--- config.mk ---
export PLATFORM = sky130hd
export DESIGN_NAME = multicycle_controller
export DESIGN_NICKNAME = d
export VERILOG_FILES = /design/src/rtl/multicycle_controller.sv
export SDC_FILE = /design/constraint.sdc
export NUM_CORES = 1
export LEC_CHECK = 0
export BUFFER_PORTS_ARGS = -buffer_cell sky130_fd_sc_hd__buf_2
export CAP_MARGIN = 25
export CORE_AREA = 2 2 63 65
export CTS_BUF_LIST = sky130_fd_sc_hd__clkbuf_4 sky130_fd_sc_hd__clkbuf_8 sky130_fd_sc_hd__clkbuf_16
export DETAILED_ROUTE_END_ITERATION = 7
export DIE_AREA = 0 0 65 67
export GPL_TIMING_DRIVEN = 0
export PLACE_DENSITY = 0.67
export SLEW_MARGIN = 20
export SYNTH_ARGS = -nofsm -noshare
export SYNTH_HDL_FRONTEND = slang
export SYNTH_SLANG_ARGS = --single-unit
export TNS_END_PERCENT = 5
--- constraint.sdc ---
create_clock -name clk -period 3.5 [get_ports clk]
set_clock_uncertainty 0.2 [all_clocks]
set_input_delay 1.05 -clock clk [delete_from_list [all_inputs] [get_ports clk]]
set_output_delay 1.05 -clock clk [all_outputs]
set_load 0.01 [all_outputs]
--- src/rtl/multicycle_controller.sv ---
// Control FSM for the multi-cycle RV32I core: drives datapath selects, strobes and ALU op.
// Optional macro CTRL_ILLEGAL_TRAP_EN: unknown opcodes trap into a HALT state with illegal=1.
module multicycle_controller #(
    parameter int unsigned FETCH_WAIT = 0
) (
    input  logic       clk,
    input  logic       rst,
    input  logic [6:0] opc,
    input  logic [2:0] func3,
    input  logic [6:0] func7,
    input  logic       zero,
    input  logic       pos,
    output logic       pc_write,
    output logic       adr_src,
    output logic       mem_write,
    output logic       ir_write,
    output logic       reg_write,
    output logic [1:0] result_src,
    output logic [1:0] alu_src_a,
    output logic [1:0] alu_src_b,
    output logic [2:0] alu_cntr,
    output logic [2:0] imm_src,
    output logic       illegal
);

    localparam int unsigned CNT_W = 4;

    localparam logic [6:0] OP_R    = 7'b0110011;
    localparam logic [6:0] OP_I    = 7'b0010011;
    localparam logic [6:0] OP_LW   = 7'b0000011;
    localparam logic [6:0] OP_SW   = 7'b0100011;
    localparam logic [6:0] OP_BR   = 7'b1100011;
    localparam logic [6:0] OP_JAL  = 7'b1101111;
    localparam logic [6:0] OP_JALR = 7'b1100111;
    localparam logic [6:0] OP_LUI  = 7'b0110111;

    localparam logic [2:0] ALU_ADD = 3'b000;
    localparam logic [2:0] ALU_SUB = 3'b001;
    localparam logic [2:0] ALU_AND = 3'b010;
    localparam logic [2:0] ALU_OR  = 3'b011;
    localparam logic [2:0] ALU_SLT = 3'b100;
    localparam logic [2:0] ALU_XOR = 3'b101;

    typedef enum logic [3:0] {
        IDLE, FETCH, DECODE, EX_R, EX_I, ALU_WB, MEM_ADR, MEM_RD, MEM_WB,
        MEM_WR, BRANCH, JAL, JALR_ADR, JALR_PC, LUI
`ifdef CTRL_ILLEGAL_TRAP_EN
        , HALT
`endif
    } state_t;

    state_t             state, state_d;
    logic [CNT_W-1:0]   cnt, cnt_d;

    logic       pc_write_q, pc_write_d;
    logic       adr_src_d, mem_write_d, ir_write_d, reg_write_d;
    logic [1:0] result_src_d, alu_src_a_d, alu_src_b_d;
    logic [2:0] alu_cntr_d;
    logic       illegal_d;
    logic       br_take;

    // Only func7[5] selects sub; the remaining funct7 bits carry no control meaning here.
    logic unused_func7;
    assign unused_func7 = ^{func7[6], func7[4:0]};

    function automatic logic [2:0] alu_op(input logic [2:0] f3, input logic sub_en);
        case (f3)
            3'b000:  alu_op = sub_en ? ALU_SUB : ALU_ADD;
            3'b111:  alu_op = ALU_AND;
            3'b110:  alu_op = ALU_OR;
            3'b100:  alu_op = ALU_XOR;
            3'b010:  alu_op = ALU_SLT;
            default: alu_op = ALU_ADD;
        endcase
    endfunction

    // Next-state and wait-counter logic
    always_comb begin
        state_d = state;
        cnt_d   = cnt;
        case (state)
            IDLE: begin
                state_d = FETCH;
                cnt_d   = '0;
            end
            FETCH: begin
                if (cnt == CNT_W'(FETCH_WAIT)) begin
                    state_d = DECODE;
                    cnt_d   = '0;
                end else begin
                    cnt_d = cnt + CNT_W'(1);
                end
            end
            DECODE: begin
                case (opc)
                    OP_R:          state_d = EX_R;
                    OP_I:          state_d = EX_I;
                    OP_LW, OP_SW:  state_d = MEM_ADR;
                    OP_BR:         state_d = BRANCH;
                    OP_JAL:        state_d = JAL;
                    OP_JALR:       state_d = JALR_ADR;
                    OP_LUI:        state_d = LUI;
`ifdef CTRL_ILLEGAL_TRAP_EN
                    default:       state_d = HALT;
`else
                    default:       state_d = FETCH;
`endif
                endcase
            end
            EX_R, EX_I:           state_d = ALU_WB;
            MEM_ADR:              state_d = opc[5] ? MEM_WR : MEM_RD;
            MEM_RD:               state_d = MEM_WB;
            JAL, JALR_PC:         state_d = ALU_WB;
            JALR_ADR:             state_d = JALR_PC;
            ALU_WB, MEM_WB, MEM_WR, BRANCH, LUI: state_d = FETCH;
`ifdef CTRL_ILLEGAL_TRAP_EN
            HALT:                 state_d = HALT;
`endif
            default:              state_d = IDLE;
        endcase
    end

    // Controls for the state being entered, so they can leave the flops with the state itself
    always_comb begin
        pc_write_d   = 1'b0;
        adr_src_d    = 1'b0;
        mem_write_d  = 1'b0;
        ir_write_d   = 1'b0;
        reg_write_d  = 1'b0;
        result_src_d = 2'b00;
        alu_src_a_d  = 2'b00;
        alu_src_b_d  = 2'b00;
        alu_cntr_d   = ALU_ADD;
        illegal_d    = 1'b0;
        case (state_d)
            FETCH: begin
                alu_src_b_d  = 2'b10;
                result_src_d = 2'b10;
                if (cnt_d == CNT_W'(FETCH_WAIT)) begin
                    ir_write_d = 1'b1;
                    pc_write_d = 1'b1;
                end
            end
            DECODE: begin
                alu_src_a_d = 2'b01;
                alu_src_b_d = 2'b01;
            end
            EX_R: begin
                alu_src_a_d = 2'b10;
                alu_cntr_d  = alu_op(func3, func7[5]);
            end
            EX_I: begin
                alu_src_a_d = 2'b10;
                alu_src_b_d = 2'b01;
                alu_cntr_d  = alu_op(func3, 1'b0);
            end
            ALU_WB:  reg_write_d = 1'b1;
            MEM_ADR, JALR_ADR: begin
                alu_src_a_d = 2'b10;
                alu_src_b_d = 2'b01;
            end
            MEM_RD:  adr_src_d = 1'b1;
            MEM_WB: begin
                result_src_d = 2'b01;
                reg_write_d  = 1'b1;
            end
            MEM_WR: begin
                adr_src_d   = 1'b1;
                mem_write_d = 1'b1;
            end
            BRANCH: begin
                alu_src_a_d = 2'b10;
                alu_cntr_d  = ALU_SUB;
            end
            JAL, JALR_PC: begin
                alu_src_a_d = 2'b01;
                alu_src_b_d = 2'b10;
                pc_write_d  = 1'b1;
            end
            LUI: begin
                result_src_d = 2'b11;
                reg_write_d  = 1'b1;
            end
`ifdef CTRL_ILLEGAL_TRAP_EN
            HALT:    illegal_d = 1'b1;
`endif
            default: ;
        endcase
    end

    always_ff @(posedge clk or negedge rst) begin
        if (!rst) begin
            state      <= IDLE;
            cnt        <= '0;
            pc_write_q <= 1'b0;
            adr_src    <= 1'b0;
            mem_write  <= 1'b0;
            ir_write   <= 1'b0;
            reg_write  <= 1'b0;
            result_src <= 2'b00;
            alu_src_a  <= 2'b00;
            alu_src_b  <= 2'b00;
            alu_cntr   <= 3'b000;
        end else begin
            state      <= state_d;
            cnt        <= cnt_d;
            pc_write_q <= pc_write_d;
            adr_src    <= adr_src_d;
            mem_write  <= mem_write_d;
            ir_write   <= ir_write_d;
            reg_write  <= reg_write_d;
            result_src <= result_src_d;
            alu_src_a  <= alu_src_a_d;
            alu_src_b  <= alu_src_b_d;
            alu_cntr   <= alu_cntr_d;
        end
    end

`ifdef CTRL_ILLEGAL_TRAP_EN
    always_ff @(posedge clk or negedge rst) begin
        if (!rst) illegal <= 1'b0;
        else      illegal <= illegal_d;
    end
`else
    assign illegal = 1'b0;
    logic unused_illegal;
    assign unused_illegal = illegal_d;
`endif

    // Branch decision uses the live ALU flags of the subtract in BRANCH
    always_comb begin
        br_take = 1'b0;
        if (state == BRANCH) begin
            case (func3)
                3'b000:  br_take = zero;
                3'b001:  br_take = !zero;
                3'b100:  br_take = !zero && !pos;
                3'b101:  br_take = zero || pos;
                default: br_take = 1'b0;
            endcase
        end
    end

    assign pc_write = pc_write_q | br_take;

    always_comb begin
        case (opc)
            OP_SW:   imm_src = 3'b001;
            OP_BR:   imm_src = 3'b010;
            OP_JAL:  imm_src = 3'b011;
            OP_LUI:  imm_src = 3'b100;
            default: imm_src = 3'b000;
        endcase
    end

endmodule

==> results of run 1 <==
-- flip-flops by register name, indices dropped and copies added, names as in the netlist, 2 cells and up --
name and count:
alu_src_a 2, cnt 4, alu_cntr 3, alu_src_b 2
result_src 2, state 4
-- power by group through the flow --
stage / Clock (mW) / Sequential, mW / Combinational, mW
floorplan: 0 / 0.389 / 0.385
global placement: 0 / 0.364 / 0.549
detailed placement: 0 / 0.365 / 0.551
CTS: 0.238 / 0.359 / 0.554
global route: 0.253 / 0.367 / 0.614
finish: 0.233 / 0.359 / 0.548
-- final timing paths --
check	startpoint	to	slack, ns
max	func3[2]	pc_write	0.28
min	cnt[3]	cnt[3]	0.37
max reg2reg	state[3]	alu_cntr[2]	0.95
min reg2reg	cnt[3]	cnt[3]	0.37
max in group asynchronous	rst	cnt[2]	2.25
min in group asynchronous	rst	result_src[0]	0.53
-- logic make-up (layout without fill, tap and decap cells) --
kind of cell	after synthesis	in the layout	synth area share
compound gates	38	38	0.202
xor+xnor	5	5	0.0306
fa+ha+maj	2	2	0.0175
buf+inv	17	49	0.0541
flops	22	22	0.384
mux	3	3	0.0210
other cells	1	1	0.00262
simple gates	70	70	0.288
-- layout make-up --
cell class	instances	share of cell area
Clock buffer	3	0.0242
Multi-Input combinational cell	119	0.472
Timing Repair Buffer	28	0.0822
Tap cell	48	0.0352
Buffer	10	0.0301
Inverter	7	0.0154
Sequential cell	22	0.323
Clock inverter	1	0.0176
-- per-layer routing --
layer,vias up,share of wire
met1,568,0.48
li1,636,-
met2,18,0.48
met5,-,0
met4,0,0.0064
met3,4,0.030
-- per-stage QoR --
| stage | utilization | cells |
|---|---|---|
| floorplan | - | 158 |
| global placement | 0.453 | 234 |
| detailed placement | 0.453 | 234 |
| CTS | 0.473 | 238 |
| global route | 0.473 | 238 |
| finish | 0.473 | 238 |
-- worst max-delay path, delay by kind of cell --
kind / cells / cell delay (ns)
buf+inv: 2 / 0.26
simple gates: 1 / 0.06
compound gates: 2 / 0.36
mux: 1 / 0.24
-- layout by cell type (no fill, tap or decap), types with 4 or more instances in the layout --
master     n
nand2b_1   6
nor2_1    11
dfrtp_1   22
nor3_1     7
xnor2_1    4
inv_1      5
nand2_1   15
buf_2     33
nand4_1    4
nor2b_1    4
a21oi_1    7
o21ai_0    5
==> metrics.txt, run 1 <==
largest net degree at the start of global routing=23; Place WS=0.264 ns; via total after detailed routing=1226; Clk pwr share=0.205; vias in the first global route=1077; critical path's largest stage delay=0.24 ns; pwr/cell area=670 nW/um^2; layout cells sized above 1=0.279; Post-DP Area=1630 um^2; Synth Flop Type=dfrtp_1; R2R depth=6; Pleak=0.820 nW; die area=4360 um^2; TritonCTS buffer count=3; gpl congestion=0.843; Achievable Freq=310 MHz; crit-path cells=buf_2 > mux2i_1 > nor3_1 > a21o_1 > a41o_1 > buf_2; Pins Over Slew Limit=0; Internal=711 uW; Comb pwr share=0.480; core box area=3610 um^2; slowest library cell on the worst path=mux2i_1; crit end category=output port; IO Pins=39; top-area cell type share of the netlist area=0.384; Final Worst Setup Slack=0.275 ns; ANT cells=0; DR WL/cell=11.9 um; mean post-synth cell area=9.07 um^2; Seq. cell area=551 um^2; worst hold stages=1; Final Hold Slack=0.372 ns; gr busiest metal=met2; postcts setup bufs=0; CTS tree=yes; Fin. Hold Viols=0; 1st-iter DRT viols=54; crit path max fanout=5; design area=1700 um^2; grt met2 use=0.241; CP Data Required Time=2.25 ns; Site Rows=22; CP arrival=1.97 ns; residual DRC count=0; die width=65 um; fin crit share=0.921; Syn Std Cell Area=1430 um^2; critical path's most frequent cell=buf_2; Slew HR=0.593; Root Buffer=clkbuf_8; Power, Total=1.14 mW; final WL=2.83 mm; GRT Total Usage=0.136; synth cell count leaders=dfrtp_1 (22), nand2_1 (15), nor2_1 (11), a21oi_1 (7), nor3_1 (7); DR pass1 iterations=4; deepest clock path buffer count=2; Yosys cell types=52; syn nets=181; clock sinks=22; initial antenna violation count=0; area used by multi-input combinational logic=805 um^2; setup_tns=0 ns; area delta synth->final=19.0%; M1 GR Usage=0.174; CP Launch Type=primary input; sw frac=0.377; H-tree depth=1; Die H=67 um; post-route antenna net violation count=0; Reg clk slew, reported paths=0.08 ns; initial core utilization=0.397; fin nets=214; top-count cell post-synth=dfrtp_1; gr ovfl total=0; status=finished clean; PortBufs=28; Clock Latency Late Sink=0.26 ns; part of the power in registers=0.315; Tightest Pin Transition=0.603 ns; Tmin final=3.22 ns; Post-synth EDFFs=0; Yosys warnings=0; met3 GRT Util=0.0253; post-synthesis instance total=158; Psw=430 uW; HPWL after DPL=2.26 mm; dominant cells by area after synthesis=dfrtp_1 (38%), nand2_1 (3.9%), nor2_1 (2.9%); CTS Hold Buffers Added=0; post_cts resized=0; register area share after synthesis=0.384; final count of negative-setup-slack endpoints=0; maxcap violations=0; dominant cell type by area after synthesis=dfrtp_1; worst vdd ir=0.000270 V; first-pass GRT wire length=4.67 mm; Post-synth ARST share=1.00; RSZ-0062 raised after global routing=false; hold crit path type=reg2reg; via/cell ratio=5.15; crit path kind=in2out; filler cell count=350; synthesis-stage register bit count=22
(Power assumes the default switching activity.)
==> run 2, diff against run 1 <==
- BUFFER_PORTS_ARGS: -buffer_cell sky130_fd_sc_hd__buf_2 -> -buffer_cell sky130_fd_sc_hd__clkbuf_2
- CELL_PAD_IN_SITES_DETAIL_PLACEMENT: not set -> 1
- CELL_PAD_IN_SITES_GLOBAL_PLACEMENT: not set -> 1
- PLACE_DENSITY: 0.67 -> 0.84
- SKIP_CTS_REPAIR_TIMING: not set -> 1
==> run 2 against run 1 <==
  * Utilization is the same
  * First-iteration DRC count shrank 13%
  * Critical endpoint is now imm_src[0]
  * Sequential share of layout area unchanged
  * Total power increased by 2.4%
  * Critical path depth shrank 1
  * Final cell count unchanged
  * Clock-buffer cell count did not move
  * Global-route usage increased by 5.0 points
  * Non-clock buffer count unchanged
  * Combinational power up 4.0%
  * Worst setup slack lost 0.091 ns
  * Largest power group unchanged
==> metrics.txt, run 2 (synthesized netlist as in run 1, its figures left out) <==
CP Data Required Time=2.25 ns (about the same); Fin. Hold Viols=0 (unchanged); ANT cells=0 (unchanged); Worst Setup SP=opc[5]; CP arrival=2.07 ns (+0.10 ns); via total after detailed routing=1302 (+6.2%); Root Buffer=clkbuf_8; gpl congestion=0.862 (+2.3%); first-pass GRT wire length=6.29 mm (+35%); Site Rows=22 (unchanged); 1st-iter DRT viols=47 (-13%); post-route antenna net violation count=0 (unchanged); Achievable Freq=302 MHz (-2.7%); crit end category=output port; hold crit path type=reg2reg; status=finished clean; Place WS=0.195 ns (-0.0687 ns); Die H=67 um (unchanged); GRT Total Usage=0.186 (+0.0502); Pleak=0.813 nW (-0.88%); critical path's largest stage delay=0.36 ns (+0.12 ns); core box area=3610 um^2 (unchanged); layout cells sized above 1=0.279 (unchanged); worst hold stages=1 (unchanged); worst vdd ir=0.000342 V (+27%); slowest library cell on the worst path=clkbuf_1; Final Worst Setup Slack=0.184 ns (-0.0909 ns); residual DRC count=0 (unchanged); critical path's most frequent cell=clkbuf_2; RSZ-0062 raised after global routing=false; deepest clock path buffer count=2 (unchanged); H-tree depth=1 (unchanged); Tightest Pin Transition=0.705 ns (+0.102 ns); pwr/cell area=686 nW/um^2 (+2.4%); die width=65 um (unchanged); R2R depth=6 (unchanged); TritonCTS buffer count=3 (unchanged); PortBufs=28 (unchanged); Pins Over Slew Limit=0 (unchanged); reg2reg start=state[3]; Hold Path End=cnt[3]; RR Endpoint=alu_cntr[2]; final WL=3.59 mm (+27%); most frequent cells in the layout=clkbuf_2 (28), dfrtp_1 (22), nand2_1 (15); maxcap violations=0 (unchanged); largest net degree at the start of global routing=23 (unchanged); CP delay by family, top=buffers and inverters; area delta synth->final=19.0% (unchanged); hold wc startpoint=cnt[3]; die area=4360 um^2 (unchanged); vias in the first global route=1317 (+22%); Tmin final=3.32 ns (+0.0909 ns); crit-path cells=clkbuf_2 > clkbuf_1 > nand3_1 > nor3_1 > clkbuf_2; most common cell after layout, fill and taps aside=clkbuf_2; crit path max fanout=10 (+5); DR WL/cell=15.1 um (+27%); via/cell ratio=5.47 (+6.2%); fin crit share=0.947 (+0.0260); IO Pins=39 (unchanged); filler cell count=446 (+27%); setup_tns=0 ns (unchanged); R2R setup slack=0.85 ns (-0.10 ns); HPWL after DPL=2.91 mm (+29%); fin nets=214 (unchanged); CTS tree=yes; top flop regs=cnt (4), state (4), alu_cntr (3); Worst Path Buf+Inv=3 (+1); initial core utilization=0.397 (unchanged); Slew HR=0.523 (-0.0692); Clock Latency Late Sink=0.26 ns (about the same); crit path kind=in2out; final count of negative-setup-slack endpoints=0 (unchanged); Reg clk slew, reported paths=0.08 ns (about the same); CP Launch Type=primary input; gr ovfl total=0 (unchanged); DR pass1 iterations=4 (unchanged); initial antenna violation count=0 (unchanged); clock sinks=22 (unchanged)
==> run 2: cell count changes in the layout (fill, tap and decap cells not counted), sizes merged <==
cell / delta
buf: -28
clkbuf: +28
==> run 2: final cells by class <==
class                           instances  area (um^2)  share of cell area
Buffer                                 10         51.3              0.0301
Timing Repair Buffer                   28          140              0.0822
Multi-Input combinational cell        119          805               0.472
Clock inverter                          1         30.0              0.0176
Tap cell                               48         60.1              0.0352
Sequential cell                        22          551               0.323
Clock buffer                            3         41.3              0.0242
Inverter                                7         26.3              0.0154
==> run 2: power breakdown <==
group | internal, mW | switching, mW
clock | 0.153 | 0.0817
combinational | 0.231 | 0.339
sequential | 0.327 | 0.0375
==> run 2: how the worst max path moves through the flow <==
stage / endpoint / slack (ns) / cells past startpoint
final: imm_src[0] / 0.18 / 5
after global routing: imm_src[1] / 0.07 / 5
after CTS: imm_src[0] / 0.18 / 5
after detailed placement: imm_src[0] / 0.20 / 5
after global placement: pc_write / 0.29 / 6
after floorplan: imm_src[0] / 0.46 / 4
==> run 2: through the flow <==
stage                     area, um^2  instances   util  power [mW]  hold slack (ns)
final                           1700        238  0.473        1.17            0.380
after global routing            1700        238  0.473        1.26            0.418
after CTS                       1700        238  0.473        1.18            0.390
after detailed placement        1630        234  0.453       0.943            0.372
after global placement          1630        234  0.453       0.910            0.335
after floorplan                 1430        158      -       0.774            0.313
==> run 2: metal layers <==
layer / global-route usage / wire length [um]
met5: 0 / 0
met4: 0.0346 / 11
met3: 0.0372 / 136
met2: 0.348 / 1900
met1: 0.221 / 1540
